### config.mk
export PLATFORM = sky130hd
export DESIGN_NAME = display_stream_decoder
export DESIGN_NICKNAME = d
export VERILOG_FILES = /design/src/rtl/display_frame_pkg.sv /design/src/rtl/seg7_encoder.sv /design/src/rtl/display_stream_decoder.sv
export SDC_FILE = /design/constraint.sdc
export NUM_CORES = 1
export LEC_CHECK = 0
export CAP_MARGIN = 25
export CORE_ASPECT_RATIO = 1.1
export CORE_MARGIN = 2
export CORE_UTILIZATION = 50
export CTS_CLUSTER_DIAMETER = 60
export DETAILED_ROUTE_END_ITERATION = 6
export DONT_BUFFER_PORTS = 1
export PLACE_DENSITY_LB_ADDON = 0.25
export SLEW_MARGIN = 20
export SYNTH_ARGS = -nofsm -noshare
export SYNTH_HDL_FRONTEND = slang
export SYNTH_SLANG_ARGS = --single-unit
### constraint.sdc
create_clock -name clk -period 3.48 [get_ports clk]
set_clock_uncertainty 0.15 [all_clocks]
set_input_delay 0.87 -clock clk [delete_from_list [all_inputs] [get_ports clk]]
set_output_delay 0.87 -clock clk [all_outputs]
set_load 0.02 [all_outputs]
### src/rtl/display_frame_pkg.sv
// Shared frame-format definitions for the display stream receive path.
// Latency: n/a (types, constants and pure functions only).
// Backpressure: n/a.
package display_frame_pkg;

    // Slot tracker states: HUNT waits for sync, Sx expects slot x next.
    typedef enum logic [1:0] {
        HUNT = 2'd0,
        S0   = 2'd1,
        S1   = 2'd2,
        S2   = 2'd3
    } slot_state_t;

    // Reserved bits that must be zero in each slot byte.
    localparam logic [7:0] SLOT0_RSVD_MASK = 8'hC3;
    localparam logic [7:0] SLOT1_RSVD_MASK = 8'hC3;
    localparam logic [7:0] SLOT2_RSVD_MASK = 8'hE0;

    // Field positions inside the slot bytes.
    localparam int JOHNSON_LSB = 2;
    localparam int HOURS_LSB   = 2;
    localparam int MINUTES_LSB = 1;
    localparam int DP_BIT      = 0;

    // One bit per 4-bit code; set for the eight legal Johnson states
    // 0000,1000,1100,1110,1111,0111,0011,0001.
    localparam logic [15:0] JOHNSON_VALID = 16'hD18B;

    function automatic logic johnson_ok(input logic [3:0] code);
        return JOHNSON_VALID[code];
    endfunction

    // Hex digit to active-high segments {g,f,e,d,c,b,a}.
    function automatic logic [6:0] hex_to_seg(input logic [3:0] val);
        logic [6:0] seg;
        case (val)
            4'h0: seg = 7'h3F;
            4'h1: seg = 7'h06;
            4'h2: seg = 7'h5B;
            4'h3: seg = 7'h4F;
            4'h4: seg = 7'h66;
            4'h5: seg = 7'h6D;
            4'h6: seg = 7'h7D;
            4'h7: seg = 7'h07;
            4'h8: seg = 7'h7F;
            4'h9: seg = 7'h6F;
            4'hA: seg = 7'h77;
            4'hB: seg = 7'h7C;
            4'hC: seg = 7'h39;
            4'hD: seg = 7'h5E;
            4'hE: seg = 7'h79;
            default: seg = 7'h71;
        endcase
        return seg;
    endfunction

endpackage

### src/rtl/seg7_encoder.sv
// Hex nibble to 7-segment pattern, polarity selectable.
// Latency: combinational.
// Backpressure: none.
module seg7_encoder
    import display_frame_pkg::*;
#(
    parameter bit SEG_ACT_LOW = 1'b1
) (
    input  logic [3:0] hex,
    output logic [6:0] seg
);

    // Invert the active-high table when the board drives segments low-true.
    assign seg = SEG_ACT_LOW ? ~hex_to_seg(hex) : hex_to_seg(hex);

endmodule

### src/rtl/display_stream_decoder.sv
// Aligns the 3-slot display byte stream, validates frames, commits them to 7-seg outputs.
// Latency: 1 cycle from accepted slot2 byte to committed outputs / pulse.
// Backpressure: none; in_valid=0 stalls the tracker with all state held.
module display_stream_decoder
    import display_frame_pkg::*;
#(
    parameter int LOCK_FRAMES = 2,
    parameter int UNLOCK_ERRS = 2,
    parameter bit SEG_ACT_LOW = 1'b1
) (
    input  logic       clk,
    input  logic       rst,
    input  logic [7:0] display_in,
    input  logic       in_valid,
    input  logic       sync,
    output logic [3:0] johnson_q,
    output logic [3:0] hours_q,
    output logic [3:0] minutes_q,
    output logic       dp_q,
    output logic [6:0] seg_hours,
    output logic [6:0] seg_minutes,
    output logic       frame_valid,
    output logic       frame_err,
    output logic       locked
);

    localparam logic [4:0] LOCK_TH   = 5'(LOCK_FRAMES);
    localparam logic [4:0] UNLOCK_TH = 5'(UNLOCK_ERRS);

    slot_state_t state_q, state_d;
    logic [3:0]  johnson_sh, hours_sh;
    logic        err_sh;
    logic [3:0]  good_cnt, bad_cnt;

    logic slot0_err, slot1_err, slot2_err;
    logic take_slot0, take_slot1, frame_good, frame_bad, unlock;

    assign slot0_err = (|(display_in & SLOT0_RSVD_MASK))
                     | ~johnson_ok(display_in[JOHNSON_LSB +: 4]);
    assign slot1_err = |(display_in & SLOT1_RSVD_MASK);
    assign slot2_err = |(display_in & SLOT2_RSVD_MASK);

    // Bad frame that reaches the threshold forces a fresh sync hunt.
    assign unlock = frame_bad && (({1'b0, bad_cnt} + 5'd1) >= UNLOCK_TH);

    // Slot state register.
    always_ff @(posedge clk) begin
        if (rst) state_q <= HUNT;
        else     state_q <= state_d;
    end

    // Next slot: unlock beats everything, else follow the accepted byte.
    always_comb begin
        state_d = state_q;
        if (unlock)                       state_d = HUNT;
        else if (take_slot0)              state_d = S1;
        else if (take_slot1)              state_d = S2;
        else if (frame_good || frame_bad) state_d = S0;
    end

    // Per-byte actions; a sync in S1/S2 aborts the frame and restarts at slot0.
    always_comb begin
        take_slot0 = 1'b0;
        take_slot1 = 1'b0;
        frame_good = 1'b0;
        frame_bad  = 1'b0;
        if (in_valid) begin
            case (state_q)
                HUNT: take_slot0 = sync;
                S0:   take_slot0 = 1'b1;
                S1: begin
                    if (sync) begin
                        frame_bad  = 1'b1;
                        take_slot0 = 1'b1;
                    end else begin
                        take_slot1 = 1'b1;
                    end
                end
                default: begin
                    if (sync) begin
                        frame_bad  = 1'b1;
                        take_slot0 = 1'b1;
                    end else if (err_sh || slot2_err) begin
                        frame_bad  = 1'b1;
                    end else begin
                        frame_good = 1'b1;
                    end
                end
            endcase
        end
    end

    // Shadow capture of slot0/slot1 fields with an error flag sticky per frame.
    always_ff @(posedge clk) begin
        if (rst) begin
            johnson_sh <= '0;
            hours_sh   <= '0;
            err_sh     <= 1'b0;
        end else if (take_slot0) begin
            johnson_sh <= display_in[JOHNSON_LSB +: 4];
            err_sh     <= slot0_err;
        end else if (take_slot1) begin
            hours_sh   <= display_in[HOURS_LSB +: 4];
            err_sh     <= err_sh | slot1_err;
        end
    end

    // Commit a whole good frame; pulses last exactly one cycle.
    always_ff @(posedge clk) begin
        if (rst) begin
            johnson_q   <= '0;
            hours_q     <= '0;
            minutes_q   <= '0;
            dp_q        <= 1'b0;
            frame_valid <= 1'b0;
            frame_err   <= 1'b0;
        end else begin
            frame_valid <= frame_good;
            frame_err   <= frame_bad;
            if (frame_good) begin
                johnson_q <= johnson_sh;
                hours_q   <= hours_sh;
                minutes_q <= display_in[MINUTES_LSB +: 4];
                dp_q      <= display_in[DP_BIT];
            end
        end
    end

    // Lock hysteresis: consecutive good frames raise it, consecutive bad frames drop it.
    always_ff @(posedge clk) begin
        if (rst) begin
            good_cnt <= '0;
            bad_cnt  <= '0;
            locked   <= 1'b0;
        end else if (frame_good) begin
            bad_cnt <= '0;
            if (({1'b0, good_cnt} + 5'd1) >= LOCK_TH) begin
                good_cnt <= LOCK_TH[3:0];
                locked   <= 1'b1;
            end else begin
                good_cnt <= good_cnt + 4'd1;
            end
        end else if (frame_bad) begin
            good_cnt <= '0;
            if (unlock) begin
                bad_cnt <= '0;
                locked  <= 1'b0;
            end else if (bad_cnt != 4'hF) begin
                bad_cnt <= bad_cnt + 4'd1;
            end
        end
    end

    seg7_encoder #(.SEG_ACT_LOW(SEG_ACT_LOW)) u_seg_hours (
        .hex (hours_q),
        .seg (seg_hours)
    );

    seg7_encoder #(.SEG_ACT_LOW(SEG_ACT_LOW)) u_seg_minutes (
        .hex (minutes_q),
        .seg (seg_minutes)
    );

endmodule
==> Word level (Yosys, flattened, before mapping) <==
Memories as Yosys holds them, arrays and structs flattened. A register that Yosys moved wholly into a read port is not among the register bits.
Cells that the tools add are included.
{ "classes": {"eq_ne": 4, "n_bitwise": 6, "n_mux": 33, "add_sub_neg": 4, "magnitude_cmp": 3, "n_reduce_logical": 20} }
{ "ops": {"columns": ["cell", "count"], "rows": [
  ["4-bit two-way mux", 9],
  ["1-bit two-way mux", 19],
  ["7-bit NOT", 2],
  ["4-bit by 1-bit adder with 5-bit output (second input constant)", 2],
  ["5-bit by 2-bit greater-or-equal comparator with 1-bit output (second input constant)", 2],
  ["2-bit nonzero test", 5],
  ["3-bit OR reduction", 3],
  ["4-bit by 1-bit adder with 4-bit output (second input constant)", 2],
  ["2-bit two-way mux", 3],
  ["2-bit OR reduction", 3],
  ["4-bit by 5-bit < comparator with 1-bit output (second input constant)", 1],
  ["4-bit != test (second input constant)", 1],
  ["1-bit one-hot mux with 2 select lines", 2],
  ["2-bit AND reduction", 2],
  ["4-bit OR reduction", 1],
  ["3-bit AND reduction", 1],
  ["3-bit nonzero test", 1],
  ["2-bit by 1-bit equality test with 1-bit output (second input constant)", 1],
  ["2-bit equality test (second input constant)", 1],
  ["2-bit zero test", 1],
  ["1-bit logical OR", 2],
  ["2-bit by 1-bit != test with 1-bit output (second input constant)", 1],
  ["1-bit NOT", 2],
  ["1-bit bitwise OR", 2],
  ["1-bit logical AND", 1]
]} }
{ "totals": {"ff_bits": 35, "word_cells": 87, "n_memories": 3, "inputBits": 12, "mem_bits_ro": 240} }
{ "memory_table": {"columns": ["memory", "depth", "width", "read_ports", "rd_ports_with_merged_regs", "write_ports", "line", "text"], "rows": [
  ["(no name shown)", 16, 7, 1, 1, 0, "display_frame_pkg.sv:36", "case (val)"],
  ["(no name shown)", 16, 7, 1, 1, 0, "display_frame_pkg.sv:36", null],
  ["(no name shown)", 16, 1, 1, 0, 0, "display_frame_pkg.sv:30", "return JOHNSON_VALID[code];"]
]} }

==> Logic depth before layout (Yosys ltp) <==
Gate-level depths: netlist of the first run.
{ "logic_depth": {"ltp_word": 10, "mapped_depth": 12, "mapped_depth_nobuf": 10} }

==> Cells and area by module <==
A second synthesis of the first run with hierarchy kept.
{ "hier_totals": {"hier_cells": 218, "hier_area_um2": 1943.1} }
{ "modules_own_cells": {"columns": ["module", "area_per_inst_um2", "n_inst", "cells_each"], "rows": [
  ["display_stream_decoder", 1437.6, 1, 156],
  ["seg7_encoder", 252.7, 2, 31]
]} }

==> Least setup slack after synthesis of the first run <==
Ideal clock, no wire load.
{ "synth_path": {"path_type": "in2reg", "start": "in sync", "end": "reg with a tool-made name", "t_required_ns": 3.195, "setup_ns": 0.135, "arrival_ns": 2.926, "path_stages": 11, "path_buffers": 1, "slack_ns": 0.269, "path_cell_list": "buf_2 -> nand4b_1 -> nor2_4 -> nand2_1 -> a21oi_1 -> inv_1 -> ha_1 -> mux2i_1 -> nor2_1 -> a311oi_1 -> a32oi_1"} }
{ "synth_lines": {"columns": ["item", "line", "text"], "rows": [
  ["start, declared", "display_stream_decoder.sv:15", "input logic sync,"]
]} }

==> results.json, run 1 <==
{
  "outcome": "finished clean",
  "ys_types": 57,
  "synth_nets": 317,
  "grt_overflow": 0,
  "hold_slack_ps": 304,
  "r2r_start": "err_sh$_SDFFE_PP0P_",
  "ys.flop_type": "dfxtp_1",
  "htree_num_levels": 2,
  "crit_start": "display_in[5]",
  "pin_count": 42,
  "cts_buffer_depth": 2,
  "slew_headroom": 0.422,
  "port_buffers": 0,
  "slew_viol_final": 0,
  "hold_viol": 0,
  "clkPwrFrac": 0.412,
  "yosysTopAreaCell": "dfxtp_1",
  "cts.sinks": 49,
  "nFillCells": 462,
  "syn_to_final_growth_pct": 7.48,
  "initial_utilization": 0.512,
  "fin_crit_sh": 0.879,
  "ys_ff_latch": 49,
  "cp_max_fo": 10,
  "async_reset_ff_frac": 0,
  "netlist_instances": 287,
  "power_density_mw_per_mm2": 376,
  "seqPwrFrac": 0.558,
  "layout-drive-gt1-share": 0.117,
  "hold_path_class": "reg2reg",
  "clk_pin_slew_worst_paths_ps": 90,
  "synth_common_cells": "dfxtp_1, inv_1, nor2_1, a21oi_1, nand2_1",
  "place.gp.congestion": 0.838,
  "endpoint_kind": "register",
  "core_mm2": 0.00497,
  "dr.pass1.iters": 4,
  "cts_tree": "yes",
  "die_h_um": 78.8,
  "period_needed_ps": 3060,
  "p_total_mw": 1.03,
  "track_usage": 0.200,
  "rsz0062_at_grt": "false",
  "n_antenna_cell": 0,
  "insertion_delay_ps": 310,
  "grt_max_degree": 52,
  "grt_pass1_vias": 1884,
  "post-place-cells": 340,
  "syn_area_mm2": 0.00254,
  "avgRoutedWirePerCell_um": 15.0,
  "ir_drop_mv": 0.239,
  "drc": 0,
  "grt_pass1_wl_mm": 8.92,
  "synth_edf_count": 0,
  "ff2ff_setup_slack_ps": 580,
  "drt-initial-drc-count": 61,
  "num_vias": 1905,
  "cts_setup_buffers": 0,
  "hpwl_mm": 3.83,
  "finalSetupViolCount": 0,
  "cp_data_arrival_time_ps": 3080,
  "min_path_cells": 2,
  "switchingPower_mw": 0.211,
  "critPathLaunchType": "primary input",
  "tightest_slew_ps": 861,
  "maxCapViolCount": 0,
  "ys_warn_count": 0,
  "cts_root_buffer": "clkbuf_8",
  "synth_area_leaders": "dfxtp_1, ha_1, mux2i_1, a21oi_1, inv_1",
  "yosysSeqAreaShare": 0.386,
  "power.internal_mw": 0.816,
  "stdcell_count": 348,
  "routed_wl_mm": 5.23,
  "min_from": "johnson_sh[3]$_SDFFE_PP0P_",
  "die_area_mm2": 0.00567,
  "swShare": 0.205,
  "synth.avg_cell_area_um2": 8.85,
  "antenna_found_initial": 0,
  "crit_required_ps": 3500,
  "r2r_cells": 10,
  "cts_resized": 0,
  "synth_top_area_share": 0.386,
  "whs_endpoint": "johnson_q[3]$_SDFFE_PP0P_",
  "vias_per_cell": 5.47,
  "combPwrFrac": 0.030,
  "tns_ps": 0,
  "fin_nets": 319,
  "place_area_mm2": 0.00261,
  "design_area_mm2": 0.00273,
  "path_class": "in2reg",
  "timing.fmax_mhz": 327,
  "cellLeakagePower_nw": 1.15,
  "yosys.cell_count.top_type": "dfxtp_1",
  "postCtsHoldBufs": 0,
  "die_w_um": 72.0,
  "cts_buffers": 5,
  "row_count": 27,
  "antenna_left": 0
}
==> placed cells by master (no fill, tap or decap), types with 3 or more instances in the layout <==
master      n
a211oi_1    4
a21oi_1    24
o21ai_1     3
clkbuf_8    6
nand2_1    19
o211ai_1    4
a31oi_1     3
a22oi_1     3
inv_1      32
mux2i_1    18
nor2b_1     4
nand3_1     5
dfxtp_1    49
nor3_1      3
ha_1       18
nand2b_1    4
nor2_1     29
and2_1      5
buf_4       7
o21ai_0     3
a2111oi_0   3
==> worst max-delay path: stages <==
cell	delay, ps
or4_4	590
nor2_4	270
mux2i_1	250
or2_1	220
inv_1	60
ha_1	300
mux2i_1	140
nor2_1	60
a311oi_1	250
a32oi_1	70
==> metrics by stage <==
step / setup slack (ps) / util
floorplan: 269 / -
global placement: 209 / 0.526
detailed placement: 120 / 0.526
CTS: 435 / 0.550
global route: 213 / 0.550
finish: 423 / 0.550
==> final cells by class <==
class	instances	area (um2)	share of cell area
inverter	33	124	0.0454
tap	58	72.6	0.0266
clock buffer	6	82.6	0.0302
clock inverter	2	37.5	0.0137
multi-input combinational	193	1380	0.506
timing repair buffer	7	52.6	0.0192
sequential	49	981	0.359
==> routing by layer <==
layer | up-vias | global-route usage | share of wire
met3 | 8 | 0.0482 | 0.043
met4 | 0 | 0.0792 | 0.017
met2 | 32 | 0.342 | 0.49
met1 | 875 | 0.240 | 0.45
met5 | - | 0 | 0
li1 | 990 | - | -
==> logic make-up (layout without fill, tap and decap cells) <==
| group | after synthesis | in the layout | share of synthesized area |
|---|---|---|---|
| AO/OA/AOI/OAI | 65 | 65 | 0.184 |
| AND/OR/NAND/NOR | 88 | 88 | 0.181 |
| flip-flops | 49 | 49 | 0.386 |
| adder cells (fa/ha/maj) | 18 | 18 | 0.0886 |
| buffers and inverters | 45 | 48 | 0.0704 |
| multiplexers | 22 | 22 | 0.0901 |
==> power by group through the flow <==
stage / combinational (mW) / sequential, mW / clock (mW)
after floorplan: 0.0362 / 0.584 / 0
after global placement: 0.0303 / 0.586 / 0
after global routing: 0.0353 / 0.575 / 0.460
final: 0.0309 / 0.573 / 0.423
after detailed placement: 0.0310 / 0.586 / 0
after CTS: 0.0311 / 0.573 / 0.435
==> worst max path at each step <==
stage                    end
detailed placement  register
global route        register
CTS                 register
global placement    register
finish              register
floorplan           register
(Power assumes the default switching activity.)
==> inputs of run 2 (changes only) <==
--- a/config.mk
+++ b/config.mk
@@ -6,13 +6,14 @@
 export NUM_CORES = 1
 export LEC_CHECK = 0
 export CAP_MARGIN = 25
-export CORE_ASPECT_RATIO = 1.1
-export CORE_MARGIN = 2
+export CORE_ASPECT_RATIO = 2
+export CORE_MARGIN = 10
 export CORE_UTILIZATION = 50
 export CTS_CLUSTER_DIAMETER = 60
 export DETAILED_ROUTE_END_ITERATION = 6
 export DONT_BUFFER_PORTS = 1
 export PLACE_DENSITY_LB_ADDON = 0.25
+export REMOVE_ABC_BUFFERS = 1
 export SLEW_MARGIN = 20
 export SYNTH_ARGS = -nofsm -noshare
 export SYNTH_HDL_FRONTEND = slang
==> results.json, run 2 (synthesis results as in run 1) <==
{
  "design_area_mm2": 0.00272,
  "rsz0062_at_grt": "false",
  "slew_viol_final": 0,
  "critPathLaunchType": "primary input",
  "core_mm2": 0.00491,
  "routed_wl_mm": 5.71,
  "tns_ps": 0,
  "outcome": "finished clean",
  "fin_crit_sh": 0.859,
  "drt-initial-drc-count": 71,
  "setup_ws_ps": 492,
  "pre_cts_slack_ps": 196,
  "cts_setup_buffers": 0,
  "hold_path_class": "reg2reg",
  "cts_buffer_depth": 2,
  "timing.fmax_mhz": 335,
  "worstPathCellList": "or4_4, nor2_4, mux2i_1, or2_1, inv_1, ha_1, mux2i_1, nor2_1, a311oi_1, a32oi_1",
  "cts_tree": "yes",
  "place_area_mm2": 0.00260,
  "dr.pass1.iters": 4,
  "num_vias": 1966,
  "antenna_left": 0,
  "cp_max_fo": 7,
  "final_common_cell": "dfxtp_1",
  "drc": 0,
  "postCtsHoldBufs": 0,
  "place.gp.congestion": 0.768,
  "die_area_mm2": 0.00851,
  "cts_buffers": 5,
  "crit_family": "simple AND/OR/NAND/NOR gates",
  "endpoint_kind": "register",
  "ir_drop_mv": 0.309,
  "power_density_mw_per_mm2": 375,
  "ff2ff_setup_slack_ps": 660,
  "grt_overflow": 0,
  "cp_data_arrival_time_ps": 3000,
  "cts.sinks": 49,
  "cp_num_buf_inv": 1,
  "multiInputGateArea_mm2": 0.00138,
  "slowest_delay_ps": 590,
  "path_class": "in2reg",
  "row_count": 36,
  "slew_headroom": 0.408,
  "hold_viol": 0,
  "ff_latch_area_um2": 981,
  "layout-drive-gt1-share": 0.111,
  "maxCapViolCount": 0,
  "avgRoutedWirePerCell_um": 16.5,
  "layout.cells.most_common_list": "dfxtp_1, inv_1, nor2_1",
  "syn_to_final_growth_pct": 6.99,
  "track_usage": 0.134,
  "clk_pin_slew_worst_paths_ps": 80,
  "vias_per_cell": 5.68,
  "critPathSlowestCell": "or4_4",
  "hpwl_mm": 4.41,
  "cts_root_buffer": "clkbuf_8",
  "grt_max_degree": 52,
  "nFillCells": 460,
  "crit_required_ps": 3500,
  "initial_utilization": 0.518,
  "htree_num_levels": 2,
  "cts_resized": 0,
  "n_antenna_cell": 0,
  "grt_pass1_wl_mm": 9.30,
  "crit_path_frequent_cell": "mux2i_1",
  "tightest_slew_ps": 882,
  "die_w_um": 70.4,
  "p_total_mw": 1.02,
  "port_buffers": 0,
  "grt_pass1_vias": 1897,
  "insertion_delay_ps": 310,
  "cellLeakagePower_nw": 1.14,
  "die_h_um": 121,
  "fin_nets": 318,
  "pin_count": 42,
  "antenna_found_initial": 0,
  "finalSetupViolCount": 0,
  "period_needed_ps": 2990
}
## run 2: cell types whose count changed in the layout (fill, tap and decap cells not counted), sizes merged
cell	previous run	this run
clkbuf	6	7
clkinvlp	1	0
buf	7	6
## run 2: layout make-up
type                    instances  share of cell area
clock inverters                 1              0.0110
inverters                      33              0.0456
clock buffers                   7              0.0318
multi-input cells             193               0.508
well taps                      57              0.0262
flip-flops and latches         49               0.361
repair buffers                  6              0.0166
## run 2: where the power goes
part           leakage [nW]  switching (mW)  internal [mW]
combinational         0.690          0.0153         0.0158
sequential            0.396         0.00676          0.567
clock                0.0585           0.182          0.234
total                  1.14           0.204          0.817
## run 2: final timing paths
kind,start,endpoint,depth (start not counted)
setup reg to reg,err_sh$_SDFFE_PP0P_,register,10
hold / removal,johnson_sh[3]$_SDFFE_PP0P_,johnson_q[3]$_SDFFE_PP0P_,2
hold reg to reg,johnson_sh[3]$_SDFFE_PP0P_,johnson_q[3]$_SDFFE_PP0P_,2
setup / recovery,display_in[5],register,10
## run 2: metrics by stage
step / cells / hold slack (ps) / utilization
final: 346 / 303 / 0.554
after global routing: 346 / 319 / 0.554
after CTS: 346 / 302 / 0.554
after detailed placement: 338 / 290 / 0.530
after global placement: 338 / 283 / 0.530
after floorplan: 275 / 275 / -
## run 2: worst register-to-register path, cell delays in order, from the launching register on
cell and delay (ps):
dfxtp_1 360, or4_4 640, nor2_4 230, mux2i_1 230, or2_1 210, inv_1 60, ha_1 300, mux2i_1 130
nor2_1 50, a311oi_1 240, a32oi_1 80
## run 2: layer usage
metal,global-route usage,wire length (um)
met5,0,0
met4,0.0633,150
met3,0.0500,348
met2,0.259,3240
met1,0.115,1980
==> inputs of run 3 (changes only) <==
--- a/config.mk
+++ b/config.mk
@@ -8,13 +8,13 @@
 export CAP_MARGIN = 25
 export CORE_ASPECT_RATIO = 2
 export CORE_MARGIN = 10
-export CORE_UTILIZATION = 50
+export CORE_UTILIZATION = 49
 export CTS_CLUSTER_DIAMETER = 60
 export DETAILED_ROUTE_END_ITERATION = 6
-export DONT_BUFFER_PORTS = 1
 export PLACE_DENSITY_LB_ADDON = 0.25
 export REMOVE_ABC_BUFFERS = 1
 export SLEW_MARGIN = 20
 export SYNTH_ARGS = -nofsm -noshare
 export SYNTH_HDL_FRONTEND = slang
+export SYNTH_HIERARCHICAL = 1
 export SYNTH_SLANG_ARGS = --single-unit
==> results.json, run 3 <==
{
  "yosys.cell_count.top_type": "nand2_1",
  "synth_area_leaders": "dfxtp_1, ha_1, mux2i_1, nand2_1, a21oi_1",
  "synth.area.mux_share": 0.110,
  "seqPwrFrac": 0.494,
  "swShare": 0.225,
  "syn_to_final_growth_pct": 27.6,
  "cellLeakagePower_nw": 0.959,
  "async_reset_ff_frac": 0,
  "htree_num_levels": 2,
  "whs_endpoint": "locked$_SDFFE_PP0P_",
  "p_total_mw": 0.834,
  "r2r_start": "bad_cnt[1]$_SDFFE_PP0P_",
  "cp_max_fo": 7,
  "track_usage": 0.124,
  "synth.avg_cell_area_um2": 8.91,
  "cts_buffers": 5,
  "port_buffers": 41,
  "row_count": 32,
  "insertion_delay_ps": 290,
  "dr.pass1.iters": 4,
  "ys_warn_count": 6,
  "ff2ff_setup_slack_ps": 1610,
  "grt_pass1_vias": 1554,
  "grt_max_degree": 18,
  "r2r_end": "state_q[1]$_SDFFE_PP0P_",
  "timing.fmax_mhz": 307,
  "yosysTopAreaCell": "dfxtp_1",
  "antenna_left": 0,
  "slew_viol_final": 0,
  "clkPwrFrac": 0.441,
  "ys.flop_type": "dfxtp_1",
  "r2r_cells": 6,
  "pin_count": 42,
  "nFillCells": 353,
  "routed_wl_mm": 4.33,
  "final_common_cell": "clkdlybuf4s50_1",
  "drt-initial-drc-count": 34,
  "synth_top_family_by_area": "simple AND/OR/NAND/NOR gates",
  "num_vias": 1638,
  "die_w_um": 64.5,
  "clk_pin_slew_worst_paths_ps": 80,
  "antenna_found_initial": 0,
  "hold_viol": 0,
  "maxCapViolCount": 0,
  "slew_headroom": 0.570,
  "yosysSeqAreaShare": 0.361,
  "path_class": "reg2out",
  "cts_buffer_depth": 2,
  "die_h_um": 109,
  "synth_edf_count": 0,
  "endpoint_kind": "output port",
  "n_antenna_cell": 0,
  "cts.sinks": 35,
  "postCtsHoldBufs": 0,
  "tns_ps": 0,
  "syn_area_mm2": 0.00194,
  "cts_root_buffer": "clkbuf_8",
  "synth_common_cells": "nand2_1, dfxtp_1, nor2_1, a21oi_1, ha_1",
  "cp_data_arrival_time_ps": 2240,
  "power_density_mw_per_mm2": 337,
  "cts_tree": "yes",
  "tightest_slew_ps": 643,
  "synth-simple-area-share": 0.236,
  "grt_pass1_wl_mm": 7.10,
  "critPathLaunchType": "register",
  "fin_crit_sh": 0.937,
  "grt_overflow": 0,
  "hold_path_class": "reg2reg",
  "synth_top_area_share": 0.361,
  "crit_required_ps": 2460,
  "rsz0062_at_grt": "false",
  "min_from": "locked$_SDFFE_PP0P_",
  "min_path_cells": 2,
  "layout-drive-gt1-share": 0.0846,
  "drc": 0,
  "place.gp.congestion": 0.746,
  "vias_per_cell": 5.27,
  "hpwl_mm": 3.45,
  "layout.cells.most_common_list": "clkdlybuf4s50_1, nand2_1, dfxtp_1",
  "hold_slack_ps": 300,
  "period_needed_ps": 3260,
  "initial_utilization": 0.506,
  "cts_resized": 0,
  "outcome": "finished clean",
  "ir_drop_mv": 0.393,
  "switchingPower_mw": 0.188,
  "synth-xor-area-share": 0.00451,
  "finalSetupViolCount": 0,
  "netlist_instances": 218,
  "core_mm2": 0.00384,
  "synth_compound_area_frac": 0.128,
  "ys_ff_latch": 35,
  "cts_setup_buffers": 0,
  "ys_types": 43,
  "fin_nets": 287,
  "die_area_mm2": 0.00704,
  "avgRoutedWirePerCell_um": 13.9,
  "combPwrFrac": 0.065,
  "power.internal_mw": 0.647,
  "synth_fa_ha_area_frac": 0.103
}
==> run 3: worst max path at each step <==
stage,startpoint,to,depth (start not counted)
finish,hours_q[0]$_SDFFE_PP0P_,seg_hours[3],5
CTS,hours_q[0]$_SDFFE_PP0P_,seg_hours[3],5
floorplan,hours_q[0]$_SDFFE_PP0P_,seg_hours[4],4
global route,hours_q[0]$_SDFFE_PP0P_,seg_hours[3],5
detailed placement,hours_q[0]$_SDFFE_PP0P_,seg_hours[3],5
global placement,hours_q[0]$_SDFFE_PP0P_,seg_hours[3],5
==> run 3: cell type report <==
type | count | area [um2] | share of cell area
clock inverter | 3 | 43.8 | 0.0177
timing repair buffer | 44 | 433 | 0.175
tap | 51 | 63.8 | 0.0257
inverter | 10 | 37.5 | 0.0151
multi-input combinational | 163 | 1130 | 0.456
clock buffer | 5 | 68.8 | 0.0278
sequential | 35 | 701 | 0.283
==> run 3: metrics by stage <==
stage	worst slack, ps	utilization	area [um2]	std cells
finish	220	0.645	2480	311
global placement	570	0.616	2370	303
detailed placement	523	0.616	2370	303
global route	96.1	0.645	2480	311
floorplan	875	-	1870	208
CTS	200	0.645	2480	311
==> run 3: logic make-up after synthesis <==
logic type      Yosys count
flops                    35
mux                      18
xor+xnor                  1
simple gates             91
compound gates           37
fa+ha+maj                16
buf+inv                  20
==> run 3: power by group through the flow <==
stage               registers (mW)  logic, mW  clock network (mW)
finish                       0.412     0.0543               0.368
global route                 0.413     0.0589               0.390
CTS                          0.412     0.0546               0.372
detailed placement           0.421     0.0543                   0
global placement             0.421     0.0534                   0
floorplan                    0.421     0.0241                   0
==> run 3: critical path, cell delays in order (launching register included) <==
cell and delay (ps):
dfxtp_1 440, inv_1 130, ha_1 300, inv_1 50
mux4_1 470, clkdlybuf4s50_1 560
==> run 3: metal layers <==
| layer | track usage | routed length [um] | vias up |
|---|---|---|---|
| met5 | 0 | 0 | - |
| met4 | 0.0508 | 74 | 0 |
| met3 | 0.0432 | 236 | 6 |
| met2 | 0.246 | 2510 | 32 |
| met1 | 0.108 | 1510 | 764 |
| li1 | - | - | 836 |
